==> src/rtl/cdc_hs_pkg.sv <==
// Shared state type, default parameters and sizing helper for the handshake source.
package cdc_hs_pkg;

    typedef enum logic [1:0] {
        IDLE    = 2'd0,
        REQ     = 2'd1,
        RELEASE = 2'd2
    } cdc_hs_state_e;

    localparam int unsigned DefaultDw       = 32;
    localparam int unsigned DefaultNsync    = 2;
    localparam int unsigned DefaultToCycles = 1023;

    // Counter width able to represent 0..cycles inclusive.
    function automatic int unsigned to_cnt_width(input int unsigned cycles);
        return (cycles < 1) ? 1 : $clog2(cycles + 1);
    endfunction

endpackage

==> src/rtl/cdc_hs_src_sync.sv <==
// Multi-flop level synchronizer for a single asynchronous bit, reset to 0.
module cdc_hs_src_sync
    import cdc_hs_pkg::*;
#(
    parameter int unsigned NSYNC = DefaultNsync
) (
    input  logic clk,
    input  logic rst_n,
    input  logic d,
    output logic q
);

    logic [NSYNC-1:0] sync_q;

    always_ff @(posedge clk or negedge rst_n) begin
        if (!rst_n) begin
            sync_q <= '0;
        end else begin
            sync_q <= {sync_q[NSYNC-2:0], d};
        end
    end

    assign q = sync_q[NSYNC-1];

endmodule

==> src/rtl/cdc_hs_src.sv <==
// Source side of a 4-phase req/ack clock-domain crossing with registered payload.
// Define CDC_HS_TIMEOUT_EN to add the handshake timeout counter and sticky err_timeout.
module cdc_hs_src
    import cdc_hs_pkg::*;
#(
    parameter int unsigned DW        = DefaultDw,
    parameter int unsigned NSYNC     = DefaultNsync,
    parameter int unsigned TO_CYCLES = DefaultToCycles
) (
    input  logic          clk,
    input  logic          rst_n,
    input  logic          s_valid,
    output logic          s_ready,
    input  logic [DW-1:0] s_data,
    output logic          x_req,
    output logic [DW-1:0] x_data,
    input  logic          x_ack,
    output logic          busy,
    input  logic          err_clr,
    output logic          err_timeout
);

    cdc_hs_state_e state_q, state_d;
    logic          ack_s;
    logic          xfer;
    logic          timeout;
    logic          x_req_q, x_req_d;
    logic [DW-1:0] x_data_q, x_data_d;

    cdc_hs_src_sync #(
        .NSYNC(NSYNC)
    ) u_ack_sync (
        .clk  (clk),
        .rst_n(rst_n),
        .d    (x_ack),
        .q    (ack_s)
    );

    assign xfer = s_valid && s_ready;

`ifdef CDC_HS_TIMEOUT_EN
    localparam int unsigned CntW = to_cnt_width(TO_CYCLES);
    localparam logic [CntW-1:0] CntLast = CntW'(TO_CYCLES - 1);

    logic [CntW-1:0] cnt_q, cnt_d;
    logic            err_q, err_d;

    // Fires on the edge that would bring the count of busy cycles up to TO_CYCLES.
    assign timeout = (state_q != IDLE) && (cnt_q == CntLast);

    always_comb begin
        cnt_d = '0;
        if (state_q != IDLE && state_d == state_q) begin
            cnt_d = cnt_q + 1'b1;
        end
    end

    // Set has priority over clear.
    always_comb begin
        err_d = err_q;
        if (timeout) begin
            err_d = 1'b1;
        end else if (err_clr) begin
            err_d = 1'b0;
        end
    end

    always_ff @(posedge clk or negedge rst_n) begin
        if (!rst_n) begin
            cnt_q <= '0;
            err_q <= 1'b0;
        end else begin
            cnt_q <= cnt_d;
            err_q <= err_d;
        end
    end

    assign err_timeout = err_q;
`else
    localparam int unsigned unused_to_cycles = TO_CYCLES;
    logic unused_err_clr;

    assign unused_err_clr = err_clr;
    assign timeout        = 1'b0;
    assign err_timeout    = 1'b0;
`endif

    always_ff @(posedge clk or negedge rst_n) begin
        if (!rst_n) begin
            state_q  <= IDLE;
            x_req_q  <= 1'b0;
            x_data_q <= '0;
        end else begin
            state_q  <= state_d;
            x_req_q  <= x_req_d;
            x_data_q <= x_data_d;
        end
    end

    always_comb begin
        state_d = state_q;
        case (state_q)
            IDLE:    if (xfer)   state_d = REQ;
            REQ:     if (ack_s)  state_d = RELEASE;
            RELEASE: if (!ack_s) state_d = IDLE;
            default:             state_d = IDLE;
        endcase
        if (timeout) begin
            state_d = IDLE;
        end
    end

    // Payload only loads on acceptance, so it holds for the whole handshake.
    always_comb begin
        x_req_d  = x_req_q;
        x_data_d = x_data_q;
        if (state_q == IDLE && xfer) begin
            x_req_d  = 1'b1;
            x_data_d = s_data;
        end else if (state_q == REQ && ack_s) begin
            x_req_d = 1'b0;
        end
        if (timeout) begin
            x_req_d = 1'b0;
        end
    end

    always_comb begin
        s_ready = (state_q == IDLE) && !ack_s;
        busy    = (state_q != IDLE);
    end

    assign x_req  = x_req_q;
    assign x_data = x_data_q;

endmodule

==> config.mk <==
export PLATFORM = sky130hd
export DESIGN_NAME = cdc_hs_src
export DESIGN_NICKNAME = d
export VERILOG_FILES = /design/src/rtl/cdc_hs_pkg.sv /design/src/rtl/cdc_hs_src_sync.sv /design/src/rtl/cdc_hs_src.sv
export SDC_FILE = /design/constraint.sdc
export NUM_CORES = 1
export LEC_CHECK = 0
export BUFFER_PORTS_ARGS = -buffer_cell sky130_fd_sc_hd__buf_2
export CAP_MARGIN = 20
export CELL_PAD_IN_SITES_DETAIL_PLACEMENT = 0
export CELL_PAD_IN_SITES_GLOBAL_PLACEMENT = 1
export CORE_UTILIZATION = 34
export CTS_CLUSTER_SIZE = 24
export DETAILED_ROUTE_END_ITERATION = 10
export HOLD_SLACK_MARGIN = 0.02
export PLACE_DENSITY_LB_ADDON = 0.1
export SLEW_MARGIN = 20
export SYNTH_ARGS = -nofsm -noshare
export SYNTH_HDL_FRONTEND = slang
export SYNTH_SLANG_ARGS = --single-unit
==> constraint.sdc <==
create_clock -name clk -period 1.7 [get_ports clk]
set_input_delay 0.255 -clock clk [delete_from_list [all_inputs] [get_ports clk]]
set_output_delay 0.255 -clock clk [all_outputs]
set_load 0.02 [all_outputs]
==> summary.txt, run 1 <==
Outcome
  • Outcome: complete, no violations

Logic synthesis
  • Post-Syn Nets: ~120
  • Multiplexer area fraction after synthesis: around 26%
  • Post-synthesis sequential area ratio: 65.7%
  • YS warnings: 0
  • Simple-Gate Fraction of Synth Area: around 4.4%
  • Count of state elements after synthesis: 37
  • Distinct cells, synth: 14
  • Synth Area in Adders: 0%
  • Syn Inst Count: 84
  • Xor and xnor area share after synthesis: 0%
  • Post-synthesis compound-gate area fraction: about 1.2%
  • Syn_area_per_cell: ~17 um2
  • Largest family of logic cells by synthesized area: multiplexers
  • Post-Syn Area: roughly 1400 um2

Clock tree
  • Clk buf depth: 2
  • CTS root buffer: clkbuf_8
  • CTS tree: built
  • Number of setup buffers added after CTS: 0
  • CTS Sinks: 37
  • Htree depth: 2
  • Hold buffers post-CTS: 0
  • PostCTS Resize Cnt: 0
  • Worst-path clk slew: around 0.07 ns
  • CTS Buf Count: 5
  • Clk Latency, worst-skew pair: roughly 0.28 ns

Worst setup path
  • Cell Chain, Critical Path: nor4b_4 -> buf_4 -> mux2_2
  • Crit path max-delay family: flip-flops
  • CP startpoint: u_ack_sync.sync_q[1]$_DFF_PN0_
  • Crit path arrival time: between 1.5 and 2 ns
  • Crit path buf inv count: 1
  • CP Launch Type: flop
  • Critical Path RT: between 1.5 and 2 ns
  • CP Capture Type: flop
  • CP peak stage delay: approximately 0.45 ns
  • Critical path's slowest cell: dfrtp_1
  • Worst-path fanout max: 17
  • R2r startpoint: u_ack_sync.sync_q[1]$_DFF_PN0_
  • Worst setup path category: reg2reg

STA
  • TNS Setup: 0 ns
  • Crit path time final: ~1.5 ns
  • Worst Clk Skew: between 0.002 and 0.0025 ns
  • Final hold violations: 0
  • Final Max Tran Viols: 0
  • Final setup fails: 0
  • Fin crit share: roughly 91%
  • Max transition margin: 47.1%
  • RSZ-0062 raised after global routing: false
  • Slew @ Worst Pin: 0.794 ns
  • Setup WS post-layout: around 0.16 ns
  • Achievable Freq: 649 MHz

Global route
  • Vias in the first global route: 970
  • Met1 Use GR: 14.9%
  • First-pass GRT wire length: 4.31 mm
  • Largest net degree at the start of global routing: 38
  • Grt ovf: 0
  • Routing usage on met2: between 20 and 25%
  • Met3 usage: ~3.6%
  • Antenna violations before repair: 0
  • GR peak layer: met2
  • GRT Util Overall: a little over an eighth

Die
  • IO Pins: 73
  • Die W: roughly 66 um
  • Row Count: 23
  • Die Span Y: about 66 um
  • Core box area: 4000 um2
  • Starting Density: a little over a third
  • Die footprint: 4410 um2

Placement
  • Gp weighted congestion: 0.633
  • PortBufs: 70
  • Worst slack at placement: roughly 0.14 ns
  • HPWL after DPL: about 2.0 mm
  • DP Area: about 1800 um2

Route
  • Total number of vias: 951
  • Final ANT Viol Nets: 0
  • Post-DR wirelength/cell: roughly 13 um
  • Drt pass-1 iters: 3
  • DRC: 0
  • Vias per cell: 4.55
  • DRT Wirelength: about 2.7 mm
  • DRT iter0 DRCs: 45

Cells and area
  • Number of antenna diodes: 0
  • Share of cells above drive strength 1: a little under 70%
  • Filler instances: ~390
  • Layout net count: 196
  • Area of all placed cells without fillers: between 1500 and 2000 um2
  • Synthesis-to-layout area growth: 33.5%

Power
  • Peak supply drop: slightly above 0.6 mV
  • Leak pwr: about 0.92 nW
  • PwrDens: 1350 nW/um2
  • Pwr Total: roughly 2.5 mW

Flow run
  • Max-cap violations: 0

Worst hold path
  • Hold Crit Class: in2async
-- Yosys cell counts --
| library cell | instances | area (um2) |
|---|---|---|
| conb_1 | 1 | 3.75 |
| a21boi_0 | 1 | 7.51 |
| buf_6 | 3 | 33.8 |
| nor2_1 | 1 | 3.75 |
| dfrtp_1 | 37 | 926 |
| nor2b_1 | 1 | 6.26 |
| mux2_1 | 2 | 22.5 |
| buf_4 | 1 | 7.51 |
| or2_2 | 1 | 6.26 |
| nand2b_1 | 2 | 12.5 |
| mux2_2 | 30 | 338 |
| nor4b_4 | 1 | 23.8 |
| nor3_1 | 2 | 10.0 |
| a211o_1 | 1 | 8.76 |
-- power breakdown --
group	switching, mW	total (mW)	internal (mW)
clock	0.270	0.591	0.321
combinational	0.436	0.766	0.330
sequential	0.0966	1.18	1.08
total	0.802	2.54	1.73
-- layer usage --
metal / routed length [um] / vias up / part of all wire, %
met2: 1400 / 32 / 52
met3: 150 / 4 / 5.6
met4: 40 / 0 / 1.5
met1: 1100 / 477 / 41
met5: 0 / - / 0
li1: - / 438 / -
-- through the flow --
| stage | util, % | hold slack [ns] | cells |
|---|---|---|---|
| CTS | 47.1 | 0.0693 | 209 |
| global placement | 44.9 | 0.333 | 202 |
| finish | 47.1 | 0.0599 | 209 |
| floorplan | - | -0.0406 | 84 |
| detailed placement | 44.9 | 0.341 | 202 |
| global route | 47.1 | 0.0739 | 209 |
-- worst reg2reg max path, cell delays in order, from the launching register on --
cell and delay (ns):
dfrtp_1 0.45, nor4b_4 0.31, buf_4 0.29, mux2_2 0.38
-- layout by cell type (no fill, tap or decap), drive strengths merged --
master / synthesis / layout
a21boi: 1 / 1
clkbuf: 0 / 7
mux2: 32 / 32
conb: 1 / 1
nand2b: 2 / 2
a211o: 1 / 1
nor4b: 1 / 1
nor3: 2 / 2
or2: 1 / 1
nor2: 1 / 1
buf: 4 / 72
dfrtp: 37 / 37
nor2b: 1 / 1
-- cell families after synthesis --
group	Yosys count
buffers and inverters	4
and+or+nand+nor	8
DFF	37
muxes	32
other	1
AOI/OAI and AO/OA	2
-- final timing paths --
check | endpoint | slack (ns) | depth (start not counted)
hold / removal | x_data[13]$_DFFE_PN0P_ | 0.06 | 1
max in group asynchronous | x_data[29]$_DFFE_PN0P_ | 1.14 | 1
hold reg to reg | u_ack_sync.sync_q[1]$_DFF_PN0_ | 0.35 | 0
setup reg to reg | x_data[3]$_DFFE_PN0P_ | 0.16 | 3
min in group clk | u_ack_sync.sync_q[0]$_DFF_PN0_ | 0.08 | 1
setup / recovery | x_data[3]$_DFFE_PN0P_ | 0.16 | 3
-- state kept, by name, indices dropped and copies added, names as in the netlist --
signal             flops
state_q                2
u_ack_sync.sync_q      2
x_data                32
x_req                  1
-- cell type report --
| type | instances | area (um2) | area share [%] |
|---|---|---|---|
| clock buffers | 7 | 86.3 | 4.58 |
| multi-input cells | 43 | 443 | 23.5 |
| flip-flops and latches | 37 | 926 | 49.2 |
| well taps | 50 | 62.6 | 3.32 |
| repair buffers | 72 | 365 | 19.4 |
Power figures use the tool's default switching activity.
==> run 2, diff against run 1 <==
--- a/config.mk
+++ b/config.mk
@@ -9,11 +9,12 @@
 export CAP_MARGIN = 20
 export CELL_PAD_IN_SITES_DETAIL_PLACEMENT = 0
 export CELL_PAD_IN_SITES_GLOBAL_PLACEMENT = 1
-export CORE_UTILIZATION = 34
+export CORE_UTILIZATION = 31
 export CTS_CLUSTER_SIZE = 24
 export DETAILED_ROUTE_END_ITERATION = 10
 export HOLD_SLACK_MARGIN = 0.02
 export PLACE_DENSITY_LB_ADDON = 0.1
+export RECOVER_POWER = 50
 export SLEW_MARGIN = 20
 export SYNTH_ARGS = -nofsm -noshare
 export SYNTH_HDL_FRONTEND = slang
==> constraint.sdc (replaced) <==
create_clock -name clk -period 1.4 [get_ports clk]
set_input_delay 0.21 -clock clk [delete_from_list [all_inputs] [get_ports clk]]
set_output_delay 0.21 -clock clk [all_outputs]
set_load 0.02 [all_outputs]
==> run 2 against run 1 <==
Via count increased by 4.4%. Final cell count increased by 4.3%. Clock skew about the same. Maximum frequency increased by 5.3%. Clock power increased by 24%. The flow now finishes with violations (setup timing). Largest cell class unchanged. Total power increased by 24%. Wire length increased by 6.8%. Worst setup slack got worse by 0.22 ns. Flip-flop and latch count unchanged. Combinational power increased by 29%. Clock-buffer cell count unchanged. Sequential share of layout area decreased by 2.7 points.
==> summary.txt, run 2 (same netlist as run 1, synthesis figures left out) <==
Global route
  • Antenna violations before repair: 0
  • Grt ovf: 0
  • GRT Util Overall: 13.5%
  • Vias in the first global route: between 1000 and 1500
  • Largest net degree at the start of global routing: 23
  • First-pass GRT wire length: roughly 5 mm

Worst setup path
  • Crit path arrival time: approximately 1.6 ns
  • Crit path buf inv count: 1
  • Crit path max-delay family: flip-flops
  • CP Capture Type: flop
  • Critical Path RT: ~1.6 ns
  • R2r startpoint: u_ack_sync.sync_q[1]$_DFF_PN0_
  • CP startpoint: u_ack_sync.sync_q[1]$_DFF_PN0_
  • CP Launch Type: flop
  • CP peak stage delay: just over 0.4 ns
  • Worst-path fanout max: 18
  • Worst setup path category: reg2reg
  • Critical path's slowest cell: dfrtp_1
  • Cell Chain, Critical Path: nor4b_4 -> buf_6 -> mux2_2

Die
  • Starting Density: between 30% and 40%
  • Die W: a little under 70 um
  • Row Count: 24
  • Core box area: roughly 4400 um2
  • IO Pins: 73
  • Die Span Y: roughly 69 um
  • Die footprint: 4820 um2

Route
  • Total number of vias: 993
  • Post-DR wirelength/cell: ~13 um
  • DRT Wirelength: about 2.9 mm
  • Final ANT Viol Nets: 0
  • DRT iter0 DRCs: 28
  • Vias per cell: roughly 4.6
  • DRC: 0
  • Drt pass-1 iters: 6

STA
  • Worst Clk Skew: 0.00289 ns
  • Slew @ Worst Pin: ~0.88 ns
  • Achievable Freq: 683 MHz
  • RSZ-0062 raised after global routing: true
  • Crit path time final: roughly 1.5 ns
  • Final setup fails: 33
  • Fin crit share: 105%
  • TNS Setup: -1.49 ns
  • Final hold violations: 0
  • Setup WS post-layout: -0.0633 ns
  • Final Max Tran Viols: 0
  • Worst hold slack: approximately 0.044 ns
  • Max transition margin: a little over 40%

Placement
  • Gp weighted congestion: 0.692
  • Dpl cells: around 210
  • DP Area: between 1500 and 2000 um2
  • Worst slack at placement: -0.0834 ns
  • HPWL after DPL: between 2 and 2.5 mm
  • PortBufs: 70

Cells and area
  • Layout net count: approximately 200
  • Synthesis-to-layout area growth: 41.3%
  • Filler instances: around 400
  • Fin util: 45.7%
  • Storage cell area: just over 900 um2
  • Multi-input logic area: between 400 and 500 um2
  • Fin cells: between 200 and 250
  • Most frequent cells in the layout: 67 x buf_2, 37 x dfrtp_1, 28 x mux2_2
  • Most common cell after layout, fill and taps aside: buf_2
  • Share of cells above drive strength 1: a little over two thirds
  • Number of antenna diodes: 0
  • Area of all placed cells without fillers: around 2000 um2
  • Max FFs per register: 32

Clock tree
  • CTS Sinks: 37
  • CTS tree: built
  • Clk buf depth: 2
  • Htree depth: 2
  • Clk Latency, worst-skew pair: between 0.2 and 0.3 ns
  • CTS root buffer: clkbuf_8
  • CTS Buf Count: 5
  • Worst-path clk slew: approximately 0.070 ns

Power
  • Switching share of total power: about a third
  • Leak pwr: 0.965 nW
  • Int Power: roughly 2.1 mW
  • PwrDens: ~1600 nW/um2
  • Pwr Total: between 3 and 4 mW
  • Comb pwr share: a little under a third
  • Clock power frac: around a quarter
  • Peak supply drop: 0.605 mV
  • Switching pwr: about 1 mW
  • Sequential power share: around 45%

Worst hold path
  • Hold Crit Start: x_ack
  • Hold Crit Class: in2reg

Flow run
  • Max-cap violations: 0

Outcome
  • Violated checks: setup timing
  • Outcome: complete, but fails checks
-- run 2: changes by cell type in the layout (fill, tap and decap cells not counted), sizes merged --
cell	change
buf	+5
clkbuf	+1
dlygate4sd3	+1
-- run 2: power groups by stage --
stage	combinational (mW)	clock, mW	sequential (mW)
6_report	0.988	0.734	1.43
2_1_floorplan	0.281	0	1.75
5_1_grt	1.05	0.814	1.46
3_3_place_gp	0.943	0	1.44
3_5_place_dp	0.963	0	1.45
4_1_cts	0.991	0.773	1.44
-- run 2: timing repair --
action                                  in CTS  in global routing
endpoints found under the hold margin       15                  0
setup buffers                                1                  1
endpoints found under the setup margin      34                 34
gates resized for setup                      9                  4
pin swaps                                    0                  2
hold buffers                                 1                  0
-- run 2: worst paths after layout --
kind | end | slack [ns] | depth (start not counted)
worst max-delay path | x_data[31]$_DFFE_PN0P_ | -0.06 | 3
worst min-delay path | u_ack_sync.sync_q[0]$_DFF_PN0_ | 0.04 | 1
worst max register to register | x_data[31]$_DFFE_PN0P_ | -0.06 | 3
worst min register to register | u_ack_sync.sync_q[1]$_DFF_PN0_ | 0.35 | 0
max in group asynchronous | x_data[13]$_DFFE_PN0P_ | 0.14 | 3
min in group asynchronous | x_data[25]$_DFFE_PN0P_ | 0.56 | 2
-- run 2: area by class of cell --
type	count	share of cell area, %
clock buffer	7	4.33
multi-input combinational	43	23.3
sequential	37	46.5
tap	52	3.27
timing repair buffer	79	22.6
-- run 2: worst register-to-register path, stage by stage, from the launching register on --
cell and delay (ns):
dfrtp_1 0.41, nor4b_4 0.34, buf_6 0.24, mux2_2 0.36
-- run 2: layer usage --
metal	global-route usage, %	part of all wire [%]	up-vias
met5	0	0	-
met2	22.4	51	41
met4	6.80	2.8	0
met3	5.52	6.8	8
met1	14.9	39	490
li1	-	-	454
==> run 3, diff against run 2 <==
--- a/config.mk
+++ b/config.mk
@@ -5,10 +5,11 @@
 export SDC_FILE = /design/constraint.sdc
 export NUM_CORES = 1
 export LEC_CHECK = 0
-export BUFFER_PORTS_ARGS = -buffer_cell sky130_fd_sc_hd__buf_2
+export BUFFER_PORTS_ARGS = -buffer_cell sky130_fd_sc_hd__buf_4
 export CAP_MARGIN = 20
 export CELL_PAD_IN_SITES_DETAIL_PLACEMENT = 0
 export CELL_PAD_IN_SITES_GLOBAL_PLACEMENT = 1
+export CORE_ASPECT_RATIO = 0.8
 export CORE_UTILIZATION = 31
 export CTS_CLUSTER_SIZE = 24
 export DETAILED_ROUTE_END_ITERATION = 10
==> constraint.sdc (replaced) <==
create_clock -name clk -period 1.4 [get_ports clk]
set_input_delay 0.14 -clock clk [delete_from_list [all_inputs] [get_ports clk]]
set_output_delay 0.14 -clock clk [all_outputs]
set_load 0.02 [all_outputs]
==> run 3 against run 2 <==
The flow still finishes with violations (setup timing). Die area is essentially flat. Global-route usage shrank 0.67 points. First-iteration DRC count shrank 14%. Final area grew 11%. Worst setup slack gained 0.0072 ns. Critical path depth grew 1. Clock-buffer cell count is the same. Sequential power is essentially flat. Wire length shrank 0.45%. Maximum frequency grew 0.49%. Register-to-register slack is essentially flat. Total power grew 7.5%. Critical path type unchanged.
==> summary.txt, run 3 (same netlist as run 1, synthesis figures left out) <==
Route
  • Final ANT Viol Nets: 0
  • DRT Wirelength: between 2 and 3 mm
  • Post-DR wirelength/cell: roughly 13 um
  • Total number of vias: approximately 1000
  • DRC: 0
  • Vias per cell: about 4.3
  • DRT iter0 DRCs: 24
  • Drt pass-1 iters: 4

Clock tree
  • CTS tree: built
  • Clk buf depth: 2
  • CTS root buffer: clkbuf_8
  • Clk Latency, worst-skew pair: about 0.28 ns
  • CTS Buf Count: 5
  • Htree depth: 2
  • Worst-path clk slew: approximately 0.070 ns
  • CTS Sinks: 37

Worst setup path
  • Cell Chain, Critical Path: nor4b_4 -> buf_6 -> buf_6 -> mux2_2
  • CP peak stage delay: 0.41 ns
  • CP startpoint: state_q[0]$_DFFE_PN0P_
  • Reg2Reg Depth: 4
  • Worst setup path category: reg2reg
  • Critical Path RT: ~1.6 ns
  • CP Launch Type: flop
  • Worst-path fanout max: 7
  • R2r startpoint: state_q[0]$_DFFE_PN0P_
  • Crit path arrival time: roughly 1.6 ns
  • Crit path max-delay family: flip-flops
  • RR Endpoint: x_data[27]$_DFFE_PN0P_
  • Crit-path most repeated cell: buf_6
  • Critical path's slowest cell: dfrtp_1
  • CP Capture Type: flop
  • Reg-to-reg slack, setup: -0.06 ns
  • Crit path buf inv count: 2

Worst hold path
  • Hold Crit Start: s_data[12]
  • Hold depth: 2
  • Worst Hold Path EP: x_data[12]$_DFFE_PN0P_
  • Hold Crit Class: in2reg

STA
  • Worst Clk Skew: approximately 0.0048 ns
  • Max transition margin: between 30% and 40%
  • Final hold violations: 0
  • RSZ-0062 raised after global routing: true
  • Final Max Tran Viols: 0
  • Achievable Freq: 687 MHz
  • Crit path time final: between 1 and 1.5 ns
  • Slew @ Worst Pin: around 0.91 ns
  • Fin crit share: 104%
  • Final setup fails: 33
  • Setup WS post-layout: -0.0561 ns

Power
  • Switching share of total power: between 20% and 30%
  • Clock power frac: a little under a quarter
  • Sequential power share: a little over two fifths
  • PwrDens: about 1500 nW/um2
  • Switching pwr: between 1 and 1.5 mW
  • Comb pwr share: 34.2%
  • Peak supply drop: roughly 0.67 mV
  • Leak pwr: approximately 1.1 nW
  • Int Power: 2.37 mW

Global route
  • Largest net degree at the start of global routing: 38
  • First-pass GRT wire length: ~4.7 mm
  • Vias in the first global route: 1024
  • GRT Util Overall: approximately an eighth
  • Antenna violations before repair: 0
  • Grt ovf: 0

Outcome
  • Outcome: complete, but fails checks
  • Violated checks: setup timing

Die
  • Row Count: 21
  • IO Pins: between 70 and 80
  • Starting Density: about 33%
  • Die footprint: approximately 4800 um2
  • Die W: 77.4 um
  • Die Span Y: approximately 62 um
  • Core box area: between 4000 and 5000 um2

Cells and area
  • Most frequent cells in the layout: 72 x buf_4, 37 x dfrtp_1, 27 x mux2_2
  • Layout net count: around 210
  • Area of all placed cells without fillers: between 2000 and 2500 um2
  • Number of antenna diodes: 0
  • Fin cells: 227
  • Max FFs per register: 32
  • Share of cells above drive strength 1: just over 70%
  • Synthesis-to-layout area growth: 56.4%
  • Most common cell after layout, fill and taps aside: buf_4

Placement
  • PortBufs: 70
  • Gp weighted congestion: ~0.68
  • HPWL after DPL: 1.98 mm
  • DP Area: between 2000 and 2500 um2
  • Dpl cells: between 200 and 250

Flow run
  • Max-cap violations: 0
run 3: changes by cell type in the layout (fill, tap and decap cells not counted), sizes merged:
cell / previous run / this run
buf: 77 / 78
clkbuf: 8 / 9
clkinv: 0 / 1
dlygate4sd3: 1 / 2
run 3: worst max path at each step:
| stage | end | slack, ns | depth (start not counted) |
|---|---|---|---|
| global route | x_data[5]$_DFFE_PN0P_ | -0.1 | 4 |
| detailed placement | x_data[27]$_DFFE_PN0P_ | -0.08 | 3 |
| floorplan | x_data[0]$_DFFE_PN0P_ | -0.12 | 3 |
| global placement | x_data[27]$_DFFE_PN0P_ | -0.08 | 3 |
| CTS | x_data[20]$_DFFE_PN0P_ | -0.08 | 4 |
| finish | x_data[27]$_DFFE_PN0P_ | -0.06 | 4 |
run 3: area by class of cell:
class | count | area [um2]
fillers | 383 | 2080
flip-flops and latches | 37 | 926
repair buffers | 82 | 649
multi-input cells | 43 | 458
clock buffers | 7 | 96.3
well taps | 57 | 71.3
clock inverters | 1 | 5.00
run 3: stage by stage:
stage                     utilization [%]  total power, mW  setup TNS (ns)  hold slack, ns  setup WS (ns)
after global routing                 51.5             3.59           -2.63          0.0664        -0.0973
final                                51.5             3.39           -1.36          0.0815        -0.0561
after detailed placement             46.9             2.58           -1.87           0.134        -0.0832
after global placement               46.9             2.56           -1.82           0.128        -0.0771
after CTS                            50.5             3.42           -1.93          0.0686        -0.0793
after floorplan                         -             2.04           -3.41          -0.156         -0.119
run 3: what timing repair did:
action,4_1_cts,5_1_grt
resized for setup,5,8
hold endpoints to repair,38,0
pin swaps,0,1
hold buffers,2,0
setup buffers,1,2
endpoints found under the setup margin,33,33
gates cloned,1,0
run 3: power groups by stage:
| stage | sequential (mW) | clock [mW] | combinational, mW |
|---|---|---|---|
| after CTS | 1.44 | 0.833 | 1.15 |
| final | 1.44 | 0.787 | 1.16 |
| after floorplan | 1.75 | 0 | 0.281 |
| after global placement | 1.45 | 0 | 1.11 |
| after detailed placement | 1.46 | 0 | 1.12 |
| after global routing | 1.48 | 0.888 | 1.22 |
run 3: metal layers:
metal	global-route usage [%]	part of all wire (%)
met1	14.4	42
met2	21.7	50
met3	4.56	7.0
met4	6.37	1.3
met5	0	0
